$ cat src/rtl/tluh_pkg.sv
// Shared TL-UH constants and atomic function encodings.
package tluh_pkg;

  localparam int unsigned TL_DW            = 32;
  localparam int unsigned TL_SZW           = 3;
  localparam int unsigned TL_AMO_MAX_BEATS = 8;

  // a_param codes for ArithmeticData
  typedef enum logic [2:0] {
    AMO_MIN  = 3'd0,
    AMO_MAX  = 3'd1,
    AMO_MINU = 3'd2,
    AMO_MAXU = 3'd3,
    AMO_ADD  = 3'd4
  } tluh_amo_func_e;

  // a_param codes for LogicalData
  typedef enum logic [2:0] {
    AMO_XOR  = 3'd0,
    AMO_OR   = 3'd1,
    AMO_AND  = 3'd2,
    AMO_SWAP = 3'd3
  } tluh_amo_logic_e;

endpackage

$ cat src/rtl/tluh_amo_sequencer.sv
// Sequences read / ALU / write-back / old-value response for each beat of a
// TL-UH atomic, chaining the ALU carry across beats of a burst.
module tluh_amo_sequencer
  import tluh_pkg::*;
#(
  parameter int unsigned RegAw    = 8,
  parameter int unsigned RegDw    = TL_DW,
  parameter int unsigned MaxBeats = TL_AMO_MAX_BEATS
) (
  input  logic                  clk_i,
  input  logic                  rst_ni,
  input  logic                  req_valid_i,
  output logic                  req_ready_o,
  input  logic [RegAw-1:0]      req_addr_i,
  input  logic [TL_SZW-1:0]     req_size_i,
  input  logic                  req_type_i,
  input  logic [2:0]            req_func_i,
  input  logic [RegDw/8-1:0]    req_mask_i,
  input  logic [RegDw-1:0]      req_data_i,
  input  logic                  beat_valid_i,
  output logic                  beat_ready_o,
  input  logic [RegDw-1:0]      beat_data_i,
  input  logic [RegDw/8-1:0]    beat_mask_i,
  output logic                  rsp_valid_o,
  input  logic                  rsp_ready_i,
  output logic [RegDw-1:0]      rsp_data_o,
  output logic                  rsp_error_o,
  output logic                  rsp_last_o,
  output logic                  re_o,
  output logic                  we_o,
  output logic [RegAw-1:0]      addr_o,
  output logic [RegDw-1:0]      wdata_o,
  output logic [RegDw/8-1:0]    be_o,
  input  logic [RegDw-1:0]      rdata_i,
  input  logic                  error_i,
  output logic                  alu_enable_o,
  output logic [RegDw-1:0]      alu_op1_o,
  output logic [RegDw-1:0]      alu_op2_o,
  output logic                  alu_cin_o,
  output logic                  alu_type_o,
  output logic [2:0]            alu_func_o,
  input  logic [RegDw-1:0]      alu_result_i,
  input  logic                  alu_cout_i
);

  localparam int unsigned RegBw = RegDw / 8;
  localparam int unsigned OffW  = $clog2(RegBw);
  localparam int unsigned BeatW = (1 << TL_SZW) - OffW;

  typedef enum logic [2:0] {IDLE, READ, WRITE, RESP, WAIT_BEAT} amo_state_t;

  amo_state_t        state;
  logic [RegAw-1:0]  cur_addr;
  logic [RegDw-1:0]  data_q;
  logic [RegDw-1:0]  old_q;
  logic [RegBw-1:0]  mask_q;
  logic              type_q;
  logic [2:0]        func_q;
  logic [BeatW-1:0]  beats_left;
  logic              err_all;
  logic              beat_err;
  logic              carry;

  logic [BeatW-1:0]  req_beats_c;
  logic              req_err_c;
  logic [RegAw-1:0]  req_waddr_c;

  function automatic logic [BeatW-1:0] calc_beats(input logic [TL_SZW-1:0] size);
    if (32'(size) <= OffW) return BeatW'(1);
    return BeatW'(1) << (32'(size) - OffW);
  endfunction

  assign req_beats_c = calc_beats(req_size_i);
  assign req_err_c   = (32'(req_beats_c) > MaxBeats) || (req_addr_i[OffW-1:0] != '0);
  assign req_waddr_c = {req_addr_i[RegAw-1:OffW], OffW'(0)};

  // ALU result is combinational, so write data follows it only while writing
  assign wdata_o = we_o ? alu_result_i : '0;

  always_ff @(posedge clk_i) begin
    if (!rst_ni) begin
      state        <= IDLE;
      cur_addr     <= '0;
      data_q       <= '0;
      old_q        <= '0;
      mask_q       <= '0;
      type_q       <= 1'b0;
      func_q       <= '0;
      beats_left   <= '0;
      err_all      <= 1'b0;
      beat_err     <= 1'b0;
      carry        <= 1'b0;
      req_ready_o  <= 1'b1;
      beat_ready_o <= 1'b0;
      rsp_valid_o  <= 1'b0;
      rsp_data_o   <= '0;
      rsp_error_o  <= 1'b0;
      rsp_last_o   <= 1'b0;
      re_o         <= 1'b0;
      we_o         <= 1'b0;
      addr_o       <= '0;
      be_o         <= '0;
      alu_enable_o <= 1'b0;
      alu_op1_o    <= '0;
      alu_op2_o    <= '0;
      alu_cin_o    <= 1'b0;
      alu_type_o   <= 1'b0;
      alu_func_o   <= '0;
    end else begin
      case (state)
        IDLE: begin
          if (req_valid_i && req_ready_o) begin
            cur_addr    <= req_waddr_c;
            mask_q      <= req_mask_i;
            data_q      <= req_data_i;
            type_q      <= req_type_i;
            func_q      <= req_func_i;
            beats_left  <= req_beats_c;
            err_all     <= req_err_c;
            carry       <= 1'b0;
            req_ready_o <= 1'b0;
            re_o        <= ~req_err_c;
            addr_o      <= req_waddr_c;
            state       <= READ;
          end
        end
        READ: begin
          old_q        <= err_all ? '1 : rdata_i;
          beat_err     <= error_i | err_all;
          re_o         <= 1'b0;
          we_o         <= ~(error_i | err_all);
          be_o         <= mask_q;
          alu_enable_o <= 1'b1;
          alu_op1_o    <= data_q;
          alu_op2_o    <= err_all ? '1 : rdata_i;
          alu_cin_o    <= carry;
          alu_type_o   <= type_q;
          alu_func_o   <= func_q;
          state        <= WRITE;
        end
        WRITE: begin
          // an errored beat breaks the carry chain
          carry        <= type_q & ~beat_err & alu_cout_i;
          we_o         <= 1'b0;
          be_o         <= '0;
          addr_o       <= '0;
          alu_enable_o <= 1'b0;
          alu_op1_o    <= '0;
          alu_op2_o    <= '0;
          alu_cin_o    <= 1'b0;
          alu_type_o   <= 1'b0;
          alu_func_o   <= '0;
          rsp_valid_o  <= 1'b1;
          rsp_data_o   <= old_q;
          rsp_error_o  <= beat_err;
          rsp_last_o   <= (beats_left == BeatW'(1));
          state        <= RESP;
        end
        RESP: begin
          if (rsp_ready_i) begin
            rsp_valid_o <= 1'b0;
            rsp_data_o  <= '0;
            rsp_error_o <= 1'b0;
            rsp_last_o  <= 1'b0;
            if (rsp_last_o) begin
              req_ready_o <= 1'b1;
              state       <= IDLE;
            end else begin
              beats_left   <= beats_left - BeatW'(1);
              cur_addr     <= cur_addr + RegAw'(RegBw);
              beat_ready_o <= 1'b1;
              state        <= WAIT_BEAT;
            end
          end
        end
        WAIT_BEAT: begin
          if (beat_valid_i) begin
            data_q       <= beat_data_i;
            mask_q       <= beat_mask_i;
            beat_ready_o <= 1'b0;
            re_o         <= ~err_all;
            addr_o       <= cur_addr;
            state        <= READ;
          end
        end
        default: begin
          req_ready_o <= 1'b1;
          state       <= IDLE;
        end
      endcase
    end
  end

endmodule

$ cat config.mk
export PLATFORM = sky130hd
export DESIGN_NAME = tluh_amo_sequencer
export DESIGN_NICKNAME = d
export VERILOG_FILES = /design/src/rtl/tluh_pkg.sv /design/src/rtl/tluh_amo_sequencer.sv
export SDC_FILE = /design/constraint.sdc
export NUM_CORES = 1
export LEC_CHECK = 0
export CORE_ASPECT_RATIO = 1.75
export CORE_MARGIN = 2
export CORE_UTILIZATION = 46
export CTS_BUF_LIST = sky130_fd_sc_hd__clkbuf_4
export CTS_CLUSTER_SIZE = 16
export DETAILED_ROUTE_END_ITERATION = 10
export PLACE_DENSITY = 0.83
export RECOVER_POWER = 50
export SYNTH_ARGS = -nofsm -noshare
export SYNTH_HDL_FRONTEND = slang
export SYNTH_SLANG_ARGS = --single-unit
export TNS_END_PERCENT = 5
$ cat constraint.sdc
create_clock -name clk_i -period 1.9 [get_ports clk_i]
set_input_delay 0.285 -clock clk_i [delete_from_list [all_inputs] [get_ports clk_i]]
set_output_delay 0.285 -clock clk_i [all_outputs]
set_load 0.005 [all_outputs]
==> metrics.csv, run 1 <==
stage,metric,value,unit
cts,clk_pin_slew,70,ps
global_route,grt_pass1_wl,42.4,mm
power_and_ir_drop,p_leak,4.69,nW
global_route,grt_usage,27.8,%
worst_setup_path,critPathLaunchType,register,
logic_synthesis,async_reset_ff_share,0,%
power_and_ir_drop,seqPwrFrac,44.6,%
worst_setup_path,arrival,1610,ps
flow_run,drv_cap,0,
global_route,grt_max_degree,73,
sta,finClkSkew,54.9,ps
floorplanning,num_io_pins,311,
logic_synthesis,yosysSeqAreaShare,51.5,%
final_layout,final_area,0.0123,sq mm
route,drt_iter0_markers,426,
sta,fin_crit_sh,100,%
route,postRouteAntennaNets,0,
final_layout,nets,1447,
placed_design,pre_cts_ws,-319,ps
power_and_ir_drop,combPwrFrac,25.8,%
placed_design,dp_hpwl,19.2,mm
route,avgRoutedWirePerCell,17.3,microns
worst_setup_path,r2r_slack,20,ps
global_route,use_met2,51.4,%
logic_synthesis,syn_inst,958,
route,drc,0,
worst_setup_path,path_depth,5,
run_status,status,"finished, final reports clean",
floorplanning,dieWidth,105,microns
final_layout,layout.cells.non_filler,1553,
placed_design,placedInstanceArea,0.0117,sq mm
worst_setup_path,crit_start,we_o,
sta,slew_headroom,51.1,%
final_layout,nFillCells,1392,
route,drt-total-wl,26.9,mm
sta,rsz0062_at_grt,true,
sta,worstMarginPinSlew,728,ps
cts,cts.htree.levels,2,
route,num_vias,8377,
global_route,grt_pass1_vias,8335,
final_layout,seq_area,0.00421,sq mm
worst_setup_path,path_class,register to output port,
cts,clkSinkCount,210,
floorplanning,fp.dieArea,0.0189,sq mm
sta,finalHoldViolations,0,
logic_synthesis,synth_edf_count,0,
sta,tns,0,ps
logic_synthesis,yosysWarnings,0,
logic_synthesis,syn_nets,1122,
logic_synthesis,synth_seq_cells,210,
worst_setup_path,crit_path_end,wdata_o[17],
logic_synthesis,syn-mean-instance-area,8.52,sq um
worst_setup_path,cp_data_required_time,1620,ps
sta,fmax,0.526,GHz
cts,cts-buffers-inserted,48,
global_route,grtUsageMet3,7.27,%
global_route,busiest_layer,met2,
cts,cts_root_buffer,clkbuf_4,
route,dr.pass1.iters,5,
final_layout,layout_common_cells,"clkdlybuf4s50_1, dfxtp_1, nand2_1",
logic_synthesis,synthDistinctLibCells,51,
floorplanning,core-area,0.0175,sq mm
logic_synthesis,synth_flop_cell,dfxtp_1,
cts,clk_path_buf_depth,3,
sta,setup_viol,0,
worst_setup_path,worst_r2r_startpoint,state[1],
cts,clock_latency,630,ps
power_and_ir_drop,p_sw_share,30.6,%
placed_design,port_buffers,310,
worst_setup_path,rr_worst_depth,5,
power_and_ir_drop,p_sw,3.58,mW
final_layout,multi_input_area,0.00360,sq mm
placed_design,dp.cells,1458,
worst_hold_path,hp-class,input port to register,
power_and_ir_drop,p_per_area,955,mW/mm^2
worst_setup_path,path_cells,buf_8 > buf_6 > buf_6 > and2_4 > buf_6,
worst_setup_path,critPathMaxStageDelay,370,ps
cts,cts_tree,yes,
worst_setup_path,crit_path_frequent_cell,buf_6,
cts,cts_hold_buf,0,
worst_setup_path,cp_max_fo,6,
global_route,met1_usage,25.9,%
route,vias_per_cell,5.39,
floorplanning,rows,64,
power_and_ir_drop,p_clk_share,29.6,%
sta,layout_setup_ws,0.604,ps
power_and_ir_drop,p_int,8.13,mW
floorplanning,chipHeight,180,microns
worst_setup_path,critical-path-slowest-cell,dfxtp_4,
final_layout,drive_gt1_share,12.7,%
final_layout,area_growth,50.3,%
global_route,antenna_found_initial,4,
sta,final_max_slew_viol_count,0,
worst_setup_path,r2r_end,data_q[16],
global_route,grt-ovfl-total,0,
final_layout,final_common_cell,clkdlybuf4s50_1,
power_and_ir_drop,ir_drop,0.527,mV
worst_setup_path,path_delay_family,buffers and inverters,
worst_setup_path,critPathBufInv,4,
sta,period_minus_slack,1900,ps
worst_setup_path,worstSetupEndpointType,output port,
logic_synthesis,synthesis.area,0.00816,sq mm
placed_design,gp_congestion,0.869,
floorplanning,start_util,46.7,%
cell usage after synthesis (2+ instances only):
library cell | count | area share [%]
or3_1 | 3 | 0.23
o21ai_0 | 42 | 2.6
o211ai_1 | 4 | 0.37
nor3_1 | 9 | 0.55
nand2_1 | 154 | 7.1
mux2i_1 | 4 | 0.49
nor4_1 | 2 | 0.15
a31oi_1 | 3 | 0.23
dfxtp_1 | 210 | 52
a21oi_1 | 89 | 5.5
inv_1 | 6 | 0.28
o31ai_1 | 7 | 0.64
a32oi_1 | 3 | 0.32
nor2_1 | 133 | 6.1
a311oi_1 | 38 | 4.1
nor3b_1 | 4 | 0.37
nand3b_1 | 3 | 0.28
nand2b_1 | 5 | 0.38
buf_2 | 20 | 1.2
nor2b_1 | 4 | 0.31
nand3_1 | 4 | 0.25
buf_6 | 4 | 0.55
and2_1 | 34 | 2.6
clkbuf_1 | 58 | 2.7
o22a_1 | 2 | 0.21
ha_1 | 6 | 0.92
o22ai_1 | 4 | 0.31
a22oi_1 | 80 | 7.4
power groups by stage:
stage          clock network [mW]  registers [mW]  logic [mW]
2_1_floorplan                   0            5.27        1.55
3_3_place_gp                    0            5.30        3.00
3_5_place_dp                    0            5.32        3.07
4_1_cts                      3.58            5.22        3.11
5_1_grt                      3.79            5.28        3.28
6_report                     3.47            5.22        3.02
tightest hold or removal path, stage by stage:
cell and delay (ps):
clkdlybuf4s50_1 390, nand2_1 50, a311oi_1 70
cell type report:
| type | instances | share of cell area [%] |
|---|---|---|
| sequential | 210 | 34.3 |
| multi-input combinational | 658 | 29.4 |
| timing repair buffer | 359 | 28.7 |
| clock buffer | 68 | 4.16 |
| tap | 231 | 2.36 |
| clock inverter | 17 | 0.745 |
| inverter | 6 | 0.225 |
| antenna | 4 | 0.0816 |
through the flow:
step / hold WS (ps) / utilization [%] / total power, mW
after floorplan: 429 / - / 6.82
after global placement: 439 / 66.8 / 8.30
after detailed placement: 447 / 66.8 / 8.38
after CTS: 208 / 70.7 / 11.9
after global routing: 230 / 70.2 / 12.4
final: 230 / 70.2 / 11.7
how the worst min path moves through the flow:
stage | from | cells past startpoint | slack [ps] | end
2_1_floorplan | req_func_i[0] | 2 | 430 | func_q[0]
3_3_place_gp | addr_o[1] | 2 | 440 | addr_o[1]
3_5_place_dp | alu_op2_o[13] | 2 | 450 | alu_op2_o[13]
4_1_cts | beat_mask_i[3] | 3 | 210 | mask_q[3]
5_1_grt | beat_data_i[0] | 3 | 230 | data_q[0]
6_report | beat_mask_i[3] | 3 | 230 | mask_q[3]
registers in the layout (all words and copies together) (netlist names), 3 cells and up:
| name | flops |
|---|---|
| addr_o | 7 |
| be_o | 4 |
| alu_op1_o | 32 |
| beats_left | 6 |
| state | 3 |
| alu_op2_o | 32 |
| data_q | 32 |
| alu_func_o | 3 |
| cur_addr | 6 |
| old_q | 32 |
| mask_q | 4 |
| func_q | 3 |
| rsp_data_o | 32 |
per-layer routing:
metal  wire (microns)  vias to the layer above
met5                0                        -
met4             1890                        0
met3             2100                       91
met2            14400                      390
met1             8560                     3856
li1                 -                     4040
logic make-up after synthesis:
family	count (synthesis)	synth area share, %
AND/OR/NAND/NOR	365	19.4
AO/OA/AOI/OAI	283	22.8
flip-flops	210	51.5
buffers and inverters	90	4.86
adder cells (fa/ha/maj)	6	0.920
multiplexers	4	0.491
repair_timing:
action / CTS / global route
gates resized for setup: 88 / 44
pin swaps: 0 / 0
setup buffers: 2 / 1
cloned: 3 / 0
setup endpoints to repair: 34 / 19
Power figures use the tool's default switching activity.
==> run 2, diff against run 1 <==
--- a/config.mk
+++ b/config.mk
@@ -12,7 +12,7 @@
 export CTS_CLUSTER_SIZE = 16
 export DETAILED_ROUTE_END_ITERATION = 10
 export PLACE_DENSITY = 0.83
-export RECOVER_POWER = 50
+export RECOVER_POWER = 100
 export SYNTH_ARGS = -nofsm -noshare
 export SYNTH_HDL_FRONTEND = slang
 export SYNTH_SLANG_ARGS = --single-unit
==> run 2 against run 1 <==
Against the previous run:
- via count grew 0.54%
- combinational power is essentially flat
- total power shrank 0.30%
- register-to-register slack is essentially flat
- worst setup slack gained 2.0 ps
- critical path depth is the same
- clock skew grew 1.3 ps
- final cell count is the same
- hold slack gained 1.3 ps
- fmax grew 0.10%
- non-clock buffer count is the same
- design area is the same
==> metrics.csv, run 2 (synthesized netlist as in run 1, its figures left out) <==
stage,metric,value,unit,change
worst_setup_path,worst_r2r_startpoint,state[1],,unchanged
worst_setup_path,cp_max_fo,6,,unchanged
global_route,grt_pass1_wl,42.4,mm,unchanged
cts,clk_path_buf_depth,3,,unchanged
placed_design,gp_congestion,0.869,,unchanged
floorplanning,dieWidth,105,microns,unchanged
cts,clk_pin_slew,70,ps,about the same
final_layout,drive_gt1_share,12.7,%,unchanged
final_layout,area_growth,50.3,%,unchanged
sta,setup_viol,0,,unchanged
placed_design,dp_hpwl,19.2,mm,unchanged
worst_setup_path,crit_start,we_o,,unchanged
route,num_vias,8422,,was 8377
floorplanning,core-area,0.0175,sq mm,unchanged
final_layout,multi_input_area,0.00360,sq mm,unchanged
final_layout,final_area,0.0123,sq mm,unchanged
sta,final_max_slew_viol_count,0,,unchanged
sta,rsz0062_at_grt,true,,unchanged
cts,cts-buffers-inserted,48,,unchanged
sta,period_minus_slack,1900,ps,about the same
power_and_ir_drop,ir_drop,0.525,mV,was 0.527 mV
global_route,antenna_found_initial,4,,unchanged
final_layout,final_common_cell,clkdlybuf4s50_1,,unchanged
run_status,status,"finished, final reports clean",,unchanged
sta,fin_crit_sh,99.9,%,was 100%
worst_setup_path,cp_data_required_time,1620,ps,about the same
placed_design,placedInstanceArea,0.0117,sq mm,unchanged
global_route,grt_max_degree,73,,unchanged
sta,tns,0,ps,unchanged
cts,cts.htree.levels,2,,unchanged
sta,slew_headroom,51.2,%,was 51.1%
floorplanning,fp.dieArea,0.0189,sq mm,unchanged
floorplanning,num_io_pins,311,,unchanged
cts,clkSinkCount,210,,unchanged
worst_setup_path,critPathLaunchType,register,,unchanged
route,drt-total-wl,26.9,mm,about the same
final_layout,seq_area,0.00421,sq mm,unchanged
final_layout,fin_util,70.2,%,unchanged
global_route,grt_usage,27.8,%,unchanged
final_layout,nFillCells,1392,,unchanged
cts,cts_hold_buf,0,,unchanged
placed_design,port_buffers,310,,unchanged
route,drt_iter0_markers,425,,was 426
worst_hold_path,hp-class,input port to register,,unchanged
route,drc,0,,unchanged
power_and_ir_drop,p_leak,4.83,nW,was 4.69 nW
worst_hold_path,hp-start,beat_mask_i[3],,unchanged
route,postRouteAntennaNets,0,,unchanged
cts,cts_tree,yes,,unchanged
route,dr.pass1.iters,5,,unchanged
final_layout,layout_common_cells,"clkdlybuf4s50_1, dfxtp_1, nand2_1",,unchanged
floorplanning,rows,64,,unchanged
global_route,grt-ovfl-total,0,,unchanged
worst_setup_path,worstSetupEndpointType,output port,,unchanged
flow_run,drv_cap,0,,unchanged
final_layout,nets,1447,,unchanged
sta,fmax,0.527,GHz,was 0.526 GHz
route,avgRoutedWirePerCell,17.3,microns,about the same
route,vias_per_cell,5.42,,was 5.39
cts,clock_latency,630,ps,about the same
floorplanning,start_util,46.7,%,unchanged
sta,timing.hold.ws,232,ps,was 230 ps
global_route,grt_pass1_vias,8335,,unchanged
floorplanning,chipHeight,180,microns,unchanged
cts,cts_root_buffer,clkbuf_4,,unchanged
sta,worstMarginPinSlew,727,ps,was 728 ps
power_and_ir_drop,p_per_area,953,mW/mm^2,was 955 mW/mm^2
worst_setup_path,path_class,register to output port,,unchanged
sta,finClkSkew,56.2,ps,was 54.9 ps
worst_setup_path,arrival,1610,ps,about the same
sta,finalHoldViolations,0,,unchanged
==> run 2: cell types whose count changed in the layout (fill, tap and decap cells not counted), sizes merged <==
cell,change
dlygate4sd3,+43
clkdlybuf4s50,-43
==> run 2: final cells by class <==
| type | count | share of cell area, % |
|---|---|---|
| well taps | 231 | 2.36 |
| flip-flops and latches | 210 | 34.3 |
| repair buffers | 359 | 28.7 |
| clock inverters | 17 | 0.745 |
| multi-input cells | 658 | 29.4 |
| diodes | 4 | 0.0816 |
| clock buffers | 68 | 4.16 |
| inverters | 6 | 0.225 |
==> run 2: power breakdown <==
| group | switching [mW] | total, mW | internal, mW | leakage (nW) |
|---|---|---|---|---|
| sequential | 0.304 | 5.22 | 4.92 | 1.71 |
| clock | 1.69 | 3.47 | 1.78 | 0.354 |
| combinational | 1.59 | 2.99 | 1.40 | 2.76 |
| total | 3.58 | 11.7 | 8.10 | 4.83 |
==> run 2: layer usage <==
layer / part of all wire (%) / GRT usage (%) / vias to the layer above
met5: 0 / 0 / -
met2: 53 / 51.4 / 393
met4: 7.0 / 19.9 / 0
met3: 7.6 / 7.27 / 92
met1: 32 / 25.9 / 3892
li1: - / - / 4045
==> run 2: worst max-delay path, stage by stage, from the launching register on <==
cell	delay, ps
dfxtp_4	370
buf_8	140
buf_6	120
buf_6	120
and2_4	140
buf_6	110
==> run 2: final timing paths <==
check / depth (start not counted) / to / slack, ps
setup reg to reg: 5 / data_q[16] / 20
setup / recovery: 5 / wdata_o[17] / 3
hold / removal: 3 / mask_q[3] / 230
hold reg to reg: 2 / alu_op2_o[8] / 450
==> run 2: metrics by stage <==
stage               setup slack [ps]  power [mW]  instances
finish                          2.59        11.7       1553
global route                   -62.2        12.3       1553
CTS                             -126        11.9       1548
detailed placement              -319        8.38       1458
global placement                -258        8.30       1458
floorplan                        294        6.82        958
==> run 2: repair_timing <==
item,4_1_cts,5_1_grt
endpoints found under the setup margin,34,19
hold endpoints to repair,0,0
gates resized for setup,88,44
setup buffers,2,1
pin swaps,0,0
cloned,3,0
